<file path="src/rtl/pio_debounce_irq.sv">
// Memory-mapped PIO with per-pin 2-flop synchroniser and debounce, set/clear output
// register and edge-capture interrupt logic.
module pio_debounce_irq #(
  parameter int IN_WIDTH        = 10,
  parameter int OUT_WIDTH       = 10,
  parameter int DEBOUNCE_CYCLES = 50000
) (
  input  logic                 clk_clk,
  input  logic                 reset_reset_n,
  input  logic [2:0]           avs_address,
  input  logic                 avs_read,
  input  logic                 avs_write,
  input  logic [31:0]          avs_writedata,
  output logic [31:0]          avs_readdata,
  input  logic [IN_WIDTH-1:0]  pio_in,
  output logic [OUT_WIDTH-1:0] pio_out,
  output logic                 irq
);

  localparam int CNT_W = $clog2(DEBOUNCE_CYCLES + 1);
  localparam logic [CNT_W-1:0] CNT_LAST = CNT_W'(DEBOUNCE_CYCLES - 1);

  localparam logic [2:0] A_DATA_IN  = 3'd0;
  localparam logic [2:0] A_DATA_OUT = 3'd1;
  localparam logic [2:0] A_OUT_SET  = 3'd2;
  localparam logic [2:0] A_OUT_CLR  = 3'd3;
  localparam logic [2:0] A_IRQ_MASK = 3'd4;
  localparam logic [2:0] A_EDGE_CAP = 3'd5;
  localparam logic [2:0] A_RISE_EN  = 3'd6;
  localparam logic [2:0] A_FALL_EN  = 3'd7;

  logic [IN_WIDTH-1:0]  sync1_q, sync2_q, deb_q, deb_d;
  logic [IN_WIDTH-1:0]  rise_ev, fall_ev;
  logic [CNT_W-1:0]     cnt_q [IN_WIDTH];
  logic [CNT_W-1:0]     cnt_d [IN_WIDTH];
  logic [OUT_WIDTH-1:0] data_out_q, data_out_d;
  logic [IN_WIDTH-1:0]  irq_mask_q, irq_mask_d;
  logic [IN_WIDTH-1:0]  edge_cap_q, edge_cap_d;
  logic [IN_WIDTH-1:0]  rise_en_q, rise_en_d;
  logic [IN_WIDTH-1:0]  fall_en_q, fall_en_d;
  logic [31:0]          rdata_q, rdata_d, rd_mux;
  logic [IN_WIDTH-1:0]  wdata_in, w1c;
  logic [OUT_WIDTH-1:0] wdata_out;
  logic                 unused_wdata;

  assign wdata_in     = avs_writedata[IN_WIDTH-1:0];
  assign wdata_out    = avs_writedata[OUT_WIDTH-1:0];
  assign unused_wdata = ^avs_writedata;

  // Debounce: a channel flips only after sync2 has disagreed with deb for
  // DEBOUNCE_CYCLES consecutive clocks; any agreement restarts the count.
  always_comb begin
    deb_d   = deb_q;
    rise_ev = '0;
    fall_ev = '0;
    for (int i = 0; i < IN_WIDTH; i++) begin
      cnt_d[i] = '0;
      if (sync2_q[i] != deb_q[i]) begin
        if (cnt_q[i] == CNT_LAST) begin
          deb_d[i]   = sync2_q[i];
          rise_ev[i] = sync2_q[i];
          fall_ev[i] = ~sync2_q[i];
        end else begin
          cnt_d[i] = cnt_q[i] + 1'b1;
        end
      end
    end
  end

  always_comb begin
    data_out_d = data_out_q;
    irq_mask_d = irq_mask_q;
    rise_en_d  = rise_en_q;
    fall_en_d  = fall_en_q;
    w1c        = '0;
    if (avs_write) begin
      case (avs_address)
        A_DATA_OUT: data_out_d = wdata_out;
        A_OUT_SET:  data_out_d = data_out_q | wdata_out;
        A_OUT_CLR:  data_out_d = data_out_q & ~wdata_out;
        A_IRQ_MASK: irq_mask_d = wdata_in;
        A_EDGE_CAP: w1c        = wdata_in;
        A_RISE_EN:  rise_en_d  = wdata_in;
        A_FALL_EN:  fall_en_d  = wdata_in;
        default:    ;
      endcase
    end
    // A capture arriving with a clear of the same bit keeps the bit set.
    edge_cap_d = (edge_cap_q & ~w1c) | (rise_ev & rise_en_q) | (fall_ev & fall_en_q);
  end

  always_comb begin
    rd_mux = '0;
    case (avs_address)
      A_DATA_IN:  rd_mux[IN_WIDTH-1:0]  = deb_q;
      A_DATA_OUT: rd_mux[OUT_WIDTH-1:0] = data_out_q;
      A_IRQ_MASK: rd_mux[IN_WIDTH-1:0]  = irq_mask_q;
      A_EDGE_CAP: rd_mux[IN_WIDTH-1:0]  = edge_cap_q;
      A_RISE_EN:  rd_mux[IN_WIDTH-1:0]  = rise_en_q;
      A_FALL_EN:  rd_mux[IN_WIDTH-1:0]  = fall_en_q;
      default:    rd_mux = '0;
    endcase
    rdata_d = avs_read ? rd_mux : rdata_q;
  end

  always_ff @(posedge clk_clk or negedge reset_reset_n) begin
    if (!reset_reset_n) begin
      sync1_q    <= '0;
      sync2_q    <= '0;
      deb_q      <= '0;
      for (int i = 0; i < IN_WIDTH; i++) cnt_q[i] <= '0;
      data_out_q <= '0;
      irq_mask_q <= '0;
      edge_cap_q <= '0;
      rise_en_q  <= '0;
      fall_en_q  <= '0;
      rdata_q    <= '0;
    end else begin
      sync1_q    <= pio_in;
      sync2_q    <= sync1_q;
      deb_q      <= deb_d;
      cnt_q      <= cnt_d;
      data_out_q <= data_out_d;
      irq_mask_q <= irq_mask_d;
      edge_cap_q <= edge_cap_d;
      rise_en_q  <= rise_en_d;
      fall_en_q  <= fall_en_d;
      rdata_q    <= rdata_d;
    end
  end

  assign avs_readdata = rdata_q;
  assign pio_out      = data_out_q;
  assign irq          = |(edge_cap_q & irq_mask_q);

endmodule

</file>
<file path="config.mk">
export PLATFORM = sky130hd
export DESIGN_NAME = pio_debounce_irq
export DESIGN_NICKNAME = d
export VERILOG_FILES = /design/src/rtl/pio_debounce_irq.sv
export SDC_FILE = /design/constraint.sdc
export NUM_CORES = 1
export LEC_CHECK = 0
export CAP_MARGIN = 15
export CELL_PAD_IN_SITES_DETAIL_PLACEMENT = 1
export CELL_PAD_IN_SITES_GLOBAL_PLACEMENT = 2
export CORE_ASPECT_RATIO = 0.5
export CORE_UTILIZATION = 25
export CTS_CLUSTER_SIZE = 14
export DETAILED_ROUTE_END_ITERATION = 8
export GPL_TIMING_DRIVEN = 0
export PLACE_DENSITY_LB_ADDON = 0.3
export SLEW_MARGIN = 20
export SYNTH_ARGS = -nofsm -noshare
export SYNTH_HDL_FRONTEND = slang
export SYNTH_SLANG_ARGS = --single-unit
</file>
<file path="constraint.sdc">
create_clock -name clk_clk -period 3.89 [get_ports clk_clk]
set_clock_uncertainty 0.05 [all_clocks]
set_input_delay 0.778 -clock clk_clk [delete_from_list [all_inputs] [get_ports clk_clk]]
set_output_delay 0.778 -clock clk_clk [all_outputs]
set_load 0.05 [all_outputs]
</file>
==> impl_metrics.yaml <==
floorplanning:
  die_w_um: 314
  die_h_um: 158
  rows: 56
  dieArea_mm2: 0.0495
  core-area_mm2: 0.0474
  initial_core_util: 0.256
  ios: 92
clock_network:
  insertion_delay_ns: 0.55
  cts_tree: "built"
  clock-sinks: 250
  cts_buffers: 28
  cts_max_level: 1
  post_cts_buffers: 0
  clkTransAtPathRegs_ns: 0.06
  clockBufferDepth: 3
  holdBufCountCts: 0
  postCtsResizedCells: 0
  cts_root_buf: "clkbuf_16"
synthesis:
  synthArstFlopShare: 1.00
  ys.flop_type: "dfrtp_1"
  ys_warn_count: 0
  syn-cell-area_mm2: 0.0121
  synth_edf_count: 0
  synthCells: 1167
  synthDistinctLibCells: 51
  avgSynthCellArea_um2: 10.4
  yosys_register_bits: 250
  ys_seq_area_frac: 0.515
timing:
  final-max-slew-violation-count: 0
  hold_viol: 0
  setup_viol: 0
  whs_ns: 0.139
  relSlewSlack: 0.355
  finalCriticalPeriod_ns: 3.18
  min_period_over_period: 0.816
  setup_ws_ns: 0.715
  worstMarginPinSlew_ns: 0.963
  rsz0062_at_grt: "no"
  fmax_ghz: 0.315
critical_path:
  slowest_delay_ns: 0.75
  cp.buffers_inverters: 1
  path_class: "flop to output pin"
  path_delay_family: "buffers and inverters"
  worst_setup_path_start_kind: "flop"
  worst_ep_required_time_ns: 3.06
  cp_max_fo: 3
  crit_arrival_ns: 2.35
  endpoint_kind: "output pin"
  crit_slowest_cell: "clkdlybuf4s50_1"
  cp_cell_sequence: "a22o_1, a221oi_1, nand4_1, clkdlybuf4s50_1"
global_routing:
  first_global_vias: 9591
  antenna_found_initial: 0
  gr-usage-all-layers: 0.129
  grt_max_degree: 90
  overflow: 0
  grt_pass1_wl_um: 52100
route:
  drc: 0
  avgRoutedWirePerCell_um: 16.2
  dr.pass1.iters: 4
  vias: 8981
  routed_wl_um: 31200
  drtIter0Drc: 350
  vias_per_cell: 4.67
  ant_nets: 0
power:
  powerDensity_mw_per_mm2: 431
  power_leakage_uw: 0.00589
  power.total_uw: 6250
  peakVddDrop_mv: 0.275
min_path:
  hold_class: "primary input to async pin"
layout:
  nets: 1325
  fin_util: 0.306
  syn2layout_area_growth_pct: 19.3
  insertedDiodeCount: 0
  design_area_mm2: 0.0145
  drive_gt1_frac: 0.114
  fillCellCount: 5392
placed_design:
  place_ws_ns: 0.669
  io_buffer_count: 46
  place_area_mm2: 0.0135
  place_congestion: 0.777
  dp_hpwl_um: 21900
run:
  max-cap-violations: 0
outcome:
  status: "completed"
-- cell families after synthesis --
kind of cell / after synthesis / synth area share
AOI/OAI and AO/OA: 93 / 0.0653
adders and majority gates: 10 / 0.0103
buffers and inverters: 93 / 0.0420
other: 1 / 0.000309
xor gates and xnor gates: 152 / 0.110
DFF: 250 / 0.515
muxes: 59 / 0.0528
and+or+nand+nor: 509 / 0.205
-- metal layers --
metal	up-vias	part of all wire	track usage
li1	4225	-	-
met1	4618	0.46	0.167
met2	87	0.49	0.226
met3	51	0.025	0.0185
met4	0	0.026	0.0379
met5	-	0	0
-- Yosys cell counts, types with 2 or more instances --
cell type,count,area share
a211o_1,2,0.0014
a211oi_1,7,0.0043
a21oi_1,20,0.0082
a221oi_1,3,0.0022
a22o_1,11,0.0079
a22oi_1,4,0.0025
a31oi_1,7,0.0036
and3_1,7,0.0036
buf_1,2,0.00062
buf_2,9,0.0037
buf_4,24,0.015
buf_6,8,0.0074
clkbuf_1,5,0.0015
dfrtp_1,250,0.51
ha_1,10,0.010
inv_1,45,0.014
mux2_2,41,0.038
mux2i_1,18,0.015
nand2_1,56,0.017
nand2b_1,5,0.0026
nand3_1,67,0.028
nand3b_1,20,0.012
nand4_1,36,0.019
nor2_1,210,0.065
nor2b_1,3,0.0015
nor3_1,33,0.014
nor4_1,50,0.026
nor4b_1,3,0.0022
nor4b_2,2,0.0025
nor4bb_1,2,0.0016
o211ai_1,5,0.0031
o21ai_0,18,0.0074
o22ai_1,3,0.0015
o2bb2ai_1,2,0.0014
o41ai_4,9,0.020
or3_1,5,0.0026
xnor2_1,126,0.091
xor2_1,26,0.019
-- stage by stage --
step / setup TNS (ns) / cells
floorplan: 0 / 1188
global placement: -2294.59 / 1872
detailed placement: 0 / 1874
CTS: 0 / 1924
global route: 0 / 1924
finish: 0 / 1924
-- cell type report --
type / instances / area, um^2 / area share
sequential: 250 / 6260 / 0.432
multi-input combinational: 845 / 5460 / 0.377
clock buffer: 44 / 892 / 0.0615
tap: 638 / 798 / 0.0551
timing repair buffer: 48 / 520 / 0.0359
buffer: 48 / 342 / 0.0236
inverter: 45 / 169 / 0.0117
clock inverter: 6 / 60.1 / 0.00414
-- path summary, 6_finish.rpt --
| path | from | end | slack, ns | depth (start not counted) |
|---|---|---|---|---|
| max | irq_mask_q[8] | irq | 0.71 | 4 |
| min | reset_reset_n | cnt_q[154] | 0.14 | 1 |
| max reg2reg | cnt_q[96] | deb_q[3] | 1.54 | 4 |
| min reg2reg | sync1_q[4] | sync2_q[4] | 0.30 | 0 |
| max in group asynchronous | reset_reset_n | cnt_q[38] | 2.71 | 2 |
| min in group clk_clk | sync1_q[4] | sync2_q[4] | 0.30 | 0 |
-- power breakdown --
part           total, uW  internal [uW]  switching (uW)
sequential          2870           2740             135
clock               2720           1630            1100
combinational        660            255             405
total               6250           4620            1640
-- cell usage in the layout, fill, tap and decap left out, drive strengths merged, types with 26 or more instances in the layout --
cell,netlist,layout
nor4,51,51
xor2,26,26
inv,45,45
nor3,33,33
buf,43,46
nor2,210,210
dfrtp,250,250
nand3,67,67
mux2,41,41
nand4,36,36
xnor2,126,126
clkbuf,5,49
nand2,56,56
clkdlybuf4s50,0,45
-- flip-flops by register name (all words and copies together), names as in the netlist --
name and flops:
rise_en_q 10, cnt_q 160, pio_out 10, sync1_q 10, irq_mask_q 10, fall_en_q 10, avs_readdata 10, sync2_q 10
edge_cap_q 10, deb_q 10
(Power assumes the default switching activity.)
==> variant 1, RTL diff (same flow settings) <==
Make the reset (`reset_reset_n`) synchronous in one clocked block.
--- a/src/rtl/pio_debounce_irq.sv
+++ b/src/rtl/pio_debounce_irq.sv
@@ -105,3 +105,3 @@
 
-  always_ff @(posedge clk_clk or negedge reset_reset_n) begin
+  always_ff @(posedge clk_clk) begin
     if (!reset_reset_n) begin
Behaviour: differs if reset_reset_n is asserted again (counterexample within 4 cycles, from zero or initial values and one cycle with reset_reset_n low); with reset_reset_n held inactive, the same outputs for 4 cycles.
==> variant 1 against the original RTL <==
  * Synthesized area fell by 6.8%
  * Final cell count grew 3.3%
  * Largest cell class is now multi-input combinational cells
  * Cell area fell by 6.4%
  * First-iteration DRC count down 4.9%
  * Setup slack better by 0.0013 ns
  * Via count is 3.1% higher
  * Routed wire length is 1.2% higher
  * Critical path depth unchanged
  * Die area decreased by 6.7%
  * Sequential cell count unchanged
  * Non-clock buffer count grew 15
Power is not compared: it rests on default switching activity, and its combinational part moved more than twofold at a synthesized area within 25%.
==> variant 1: results (changes against the original RTL) <==
Reg2Reg Setup Slack 1.74 ns (+0.20 ns); wire length on met3 898 um (+13%); crit path launch edge_cap_q[8]$_SDFF_PN0_; largest net degree at the start of global routing 14 (-84%); wire length on met2 15210 um (about the same); final WL 31610 um (+1.2%); met1 global-route usage 17.61% (+0.96 points); met3 usage 2.124% (+0.28 points); area of the core 44120 sq um (-6.9%); area post-placement 12590 sq um (-7.1%); fin crit period 3.174 ns (-0.001328 ns); fin nets 1438 (+8.5%); IO buf count 45 (-2.2%); post-DP HPWL 22450 um (+2.4%); Clock buffer cells 38 (-14%); post-detailed-route via-to-cell ratio 4.661 (-0.14%); share of layout cells above drive strength 1 8.077% (-3.3 points); Compound-Gate Fraction of Synth Area 9.019% (+2.5 points); outcome finished clean; R2R cell count 6 (+2); post-synthesis adder-cell area fraction 1.105% (+0.075 points); comb_multi_in 956 (+13%); Inverters, non-clock 32 (-29%); FFs w/ async S/R, synth 0% (-100 points); most frequent cells after synthesis dfxtp_1 (250), nor2_1 (179), nand2_1 (121); bufs w/o clock 111 (+16%); WHS Endpoint sync2_q[9]$_SDFF_PN0_; Yosys cell types 57 (+12%); initial antenna violation count 0 (unchanged); FF-to-FF Start cnt_q[80]$_SDFF_PP0_; M1 wire length 14760 um (+2.5%); area share of xor/xnor cells in the synthesized design 10.52% (-0.44 points); register area share after synthesis 44.21% (-7.3 points); first-pass GRT wire length 51720 um (-0.81%); GPL Wtd Cong 0.8023 (+3.3%); violation count after the first detailed-route iteration 333 (-4.9%); R2R Path End cnt_q[89]$_SDFF_PP0_; Tot GR Track Use 13.80% (+0.87 points); Placed Instances 1937 (+3.4%); Hold Crit Class reg2reg; fill count 5131 (-4.8%); multi-input combinational area share 43.34% (+5.7 points); ClkCell Share 7.213% (+0.65 points); Area contributors post-synth dfxtp_1 (44%), xnor2_1 (8.6%), nor2_1 (5.9%), nand2_1 (4.0%), a21boi_0 (2.9%); dpl ws 0.2876 ns (-0.3819 ns); seq_cells 250 (unchanged); multiplexer share of the synthesized area 2.520% (-2.8 points); Worst slew margin 37.23% (+1.7 points)
-- variant 1: cell count changes after synthesis, sizes merged, moves of 23 or more --
cell	unedited run	this run
nor2	210	179
dfxtp	0	250
dfrtp	250	0
nand2	56	121
nor2b	3	40
and2	1	24
mux2	41	12
a21boi	0	44
-- variant 1: power by group through the flow --
stage	clock (mW)	sequential, mW	combinational, mW
after floorplan	0	2.67	0.162
after CTS	2.93	2.60	0.286
after global placement	0	2.66	0.281
after global routing	3.04	2.60	0.302
final	2.83	2.60	0.282
after detailed placement	0	2.66	0.285
-- variant 1: worst max-delay path, stage by stage, from the launching register on --
cell	delay (ns)
dfxtp_1	0.34
a22o_1	0.25
a221oi_1	0.25
nand4_1	0.21
clkdlybuf4s50_1	0.75
==> variant 2, RTL diff (same settings) <==
Without the edit above. The parameter `OUT_WIDTH` goes from 10 to 8.
--- a/src/rtl/pio_debounce_irq.sv
+++ b/src/rtl/pio_debounce_irq.sv
@@ -4,3 +4,3 @@
   parameter int IN_WIDTH        = 10,
-  parameter int OUT_WIDTH       = 10,
+  parameter int OUT_WIDTH       = 8,
   parameter int DEBOUNCE_CYCLES = 50000
Interface: changed (resized pio_out); port bits go from 92 to 90. No check against the original RTL was run, so the function may have changed too.
==> variant 2 against the original RTL <==
  * Setup slack got worse by 0.080 ns
  * Fmax fell by 2.5%
  * First-iteration DRC count rose by 22%
  * Core utilization fell by 0.27 points
  * Sequential cell count fell by 2
  * Count of clock-buffer cells in the layout fell by 3
  * Final cell count fell by 1.9%
  * Sequential share of layout area rose by 0.49 points
  * Clock power rose by 2%
  * Cell area fell by 1.9%
  * Critical path type unchanged
  * Total power rose by 1.0%
  * Synthesized area fell by 2.1%
  * Routed wire length fell by 5.0%
  * Global-route usage fell by 0.43 points
==> variant 2: results (changes against the original RTL) <==
share of layout cells above drive strength 1 12.40% (+1.0 points); comb pwr 0.694 mW (+5.2%); fin nets 1288 (-2.8%); FF-to-FF Start cnt_q[108]$_DFF_PN0_; Worst slew margin 45.14% (+9.6 points); IO buf count 42 (-8.7%); GPL Wtd Cong 0.7733 (-0.46%); violation count after the first detailed-route iteration 428 (+22%); TritonRoute pass-1 iters 6 (+2); WP data arrival 2.43 ns (+0.08 ns); register area share after synthesis 52.17% (+0.67 points); clock power share 43.9% (+0.4 points); Tot GR Track Use 12.50% (-0.43 points); area leader, netlist dfrtp_1; NetSw 1.634 mW (-0.11%); post-detailed-route via-to-cell ratio 4.550 (-2.5%); Hold Crit Class in2async; Reg2Reg Setup Slack 1.70 ns (+0.16 ns); area post-placement 13250 sq um (-2.2%); outcome finished clean; Most flops, register cnt_q; vias in the first global route 9240 (-3.7%); first-pass GRT wire length 50160 um (-3.8%); routed len/inst 15.72 um (-3.2%); VDD IR max 0.0002642 V (-3.8%); crit path launch edge_cap_q[8]$_DFF_PN0_; most frequent cells after synthesis dfrtp_1 (248), nor2_1 (209), xnor2_1 (130); Static Leak 5.715 nW (-2.9%)
-- variant 2: routing by layer --
layer	vias to the layer above	wire [um]	track usage, %
li1	4087	-	-
met1	4365	13520	15.89
met2	88	14610	21.91
met3	50	706	2.041
met4	0	824	3.607
met5	-	0	0
-- variant 2: worst reg2reg max path, delay by kind of cell (launching register included) --
kind	cells	cell delay [ns]
simple gates	3	1.21
flops	1	0.42
mux	1	0.40
-- variant 2: kinds of logic (layout without fill, tap and decap cells) --
kind of cell / after synthesis / after routing / synth area share (%)
other cells: 1 / 22 / 0.03152
mux: 57 / 57 / 5.774
xor+xnor: 151 / 151 / 11.12
fa+ha+maj: 10 / 10 / 1.052
compound gates: 79 / 79 / 5.501
simple gates: 502 / 502 / 20.45
flops: 248 / 248 / 52.17
buf+inv: 86 / 181 / 3.912
-- variant 2: per-stage QoR --
step / cells / setup slack (ns) / hold WS, ns / TNS (ns)
2_1_floorplan: 1155 / 1.769 / 0.2812 / 0
3_3_place_gp: 1835 / -9.073 / 0.2843 / -2240.16
3_5_place_dp: 1837 / 0.6705 / 0.2863 / 0
4_1_cts: 1888 / 0.5745 / 0.2000 / 0
5_1_grt: 1888 / 0.5700 / 0.2200 / 0
6_report: 1888 / 0.6349 / 0.1837 / 0
-- variant 2: cell type report --
cell class | instances | area, sq um
well taps | 638 | 798.3
flip-flops and latches | 248 | 6206
clock inverters | 10 | 125.1
fillers | 5282 | 32660
clock buffers | 41 | 840.8
inverters | 37 | 138.9
multi-input cells | 821 | 5304
plain buffers | 49 | 326.6
repair buffers | 44 | 480.5
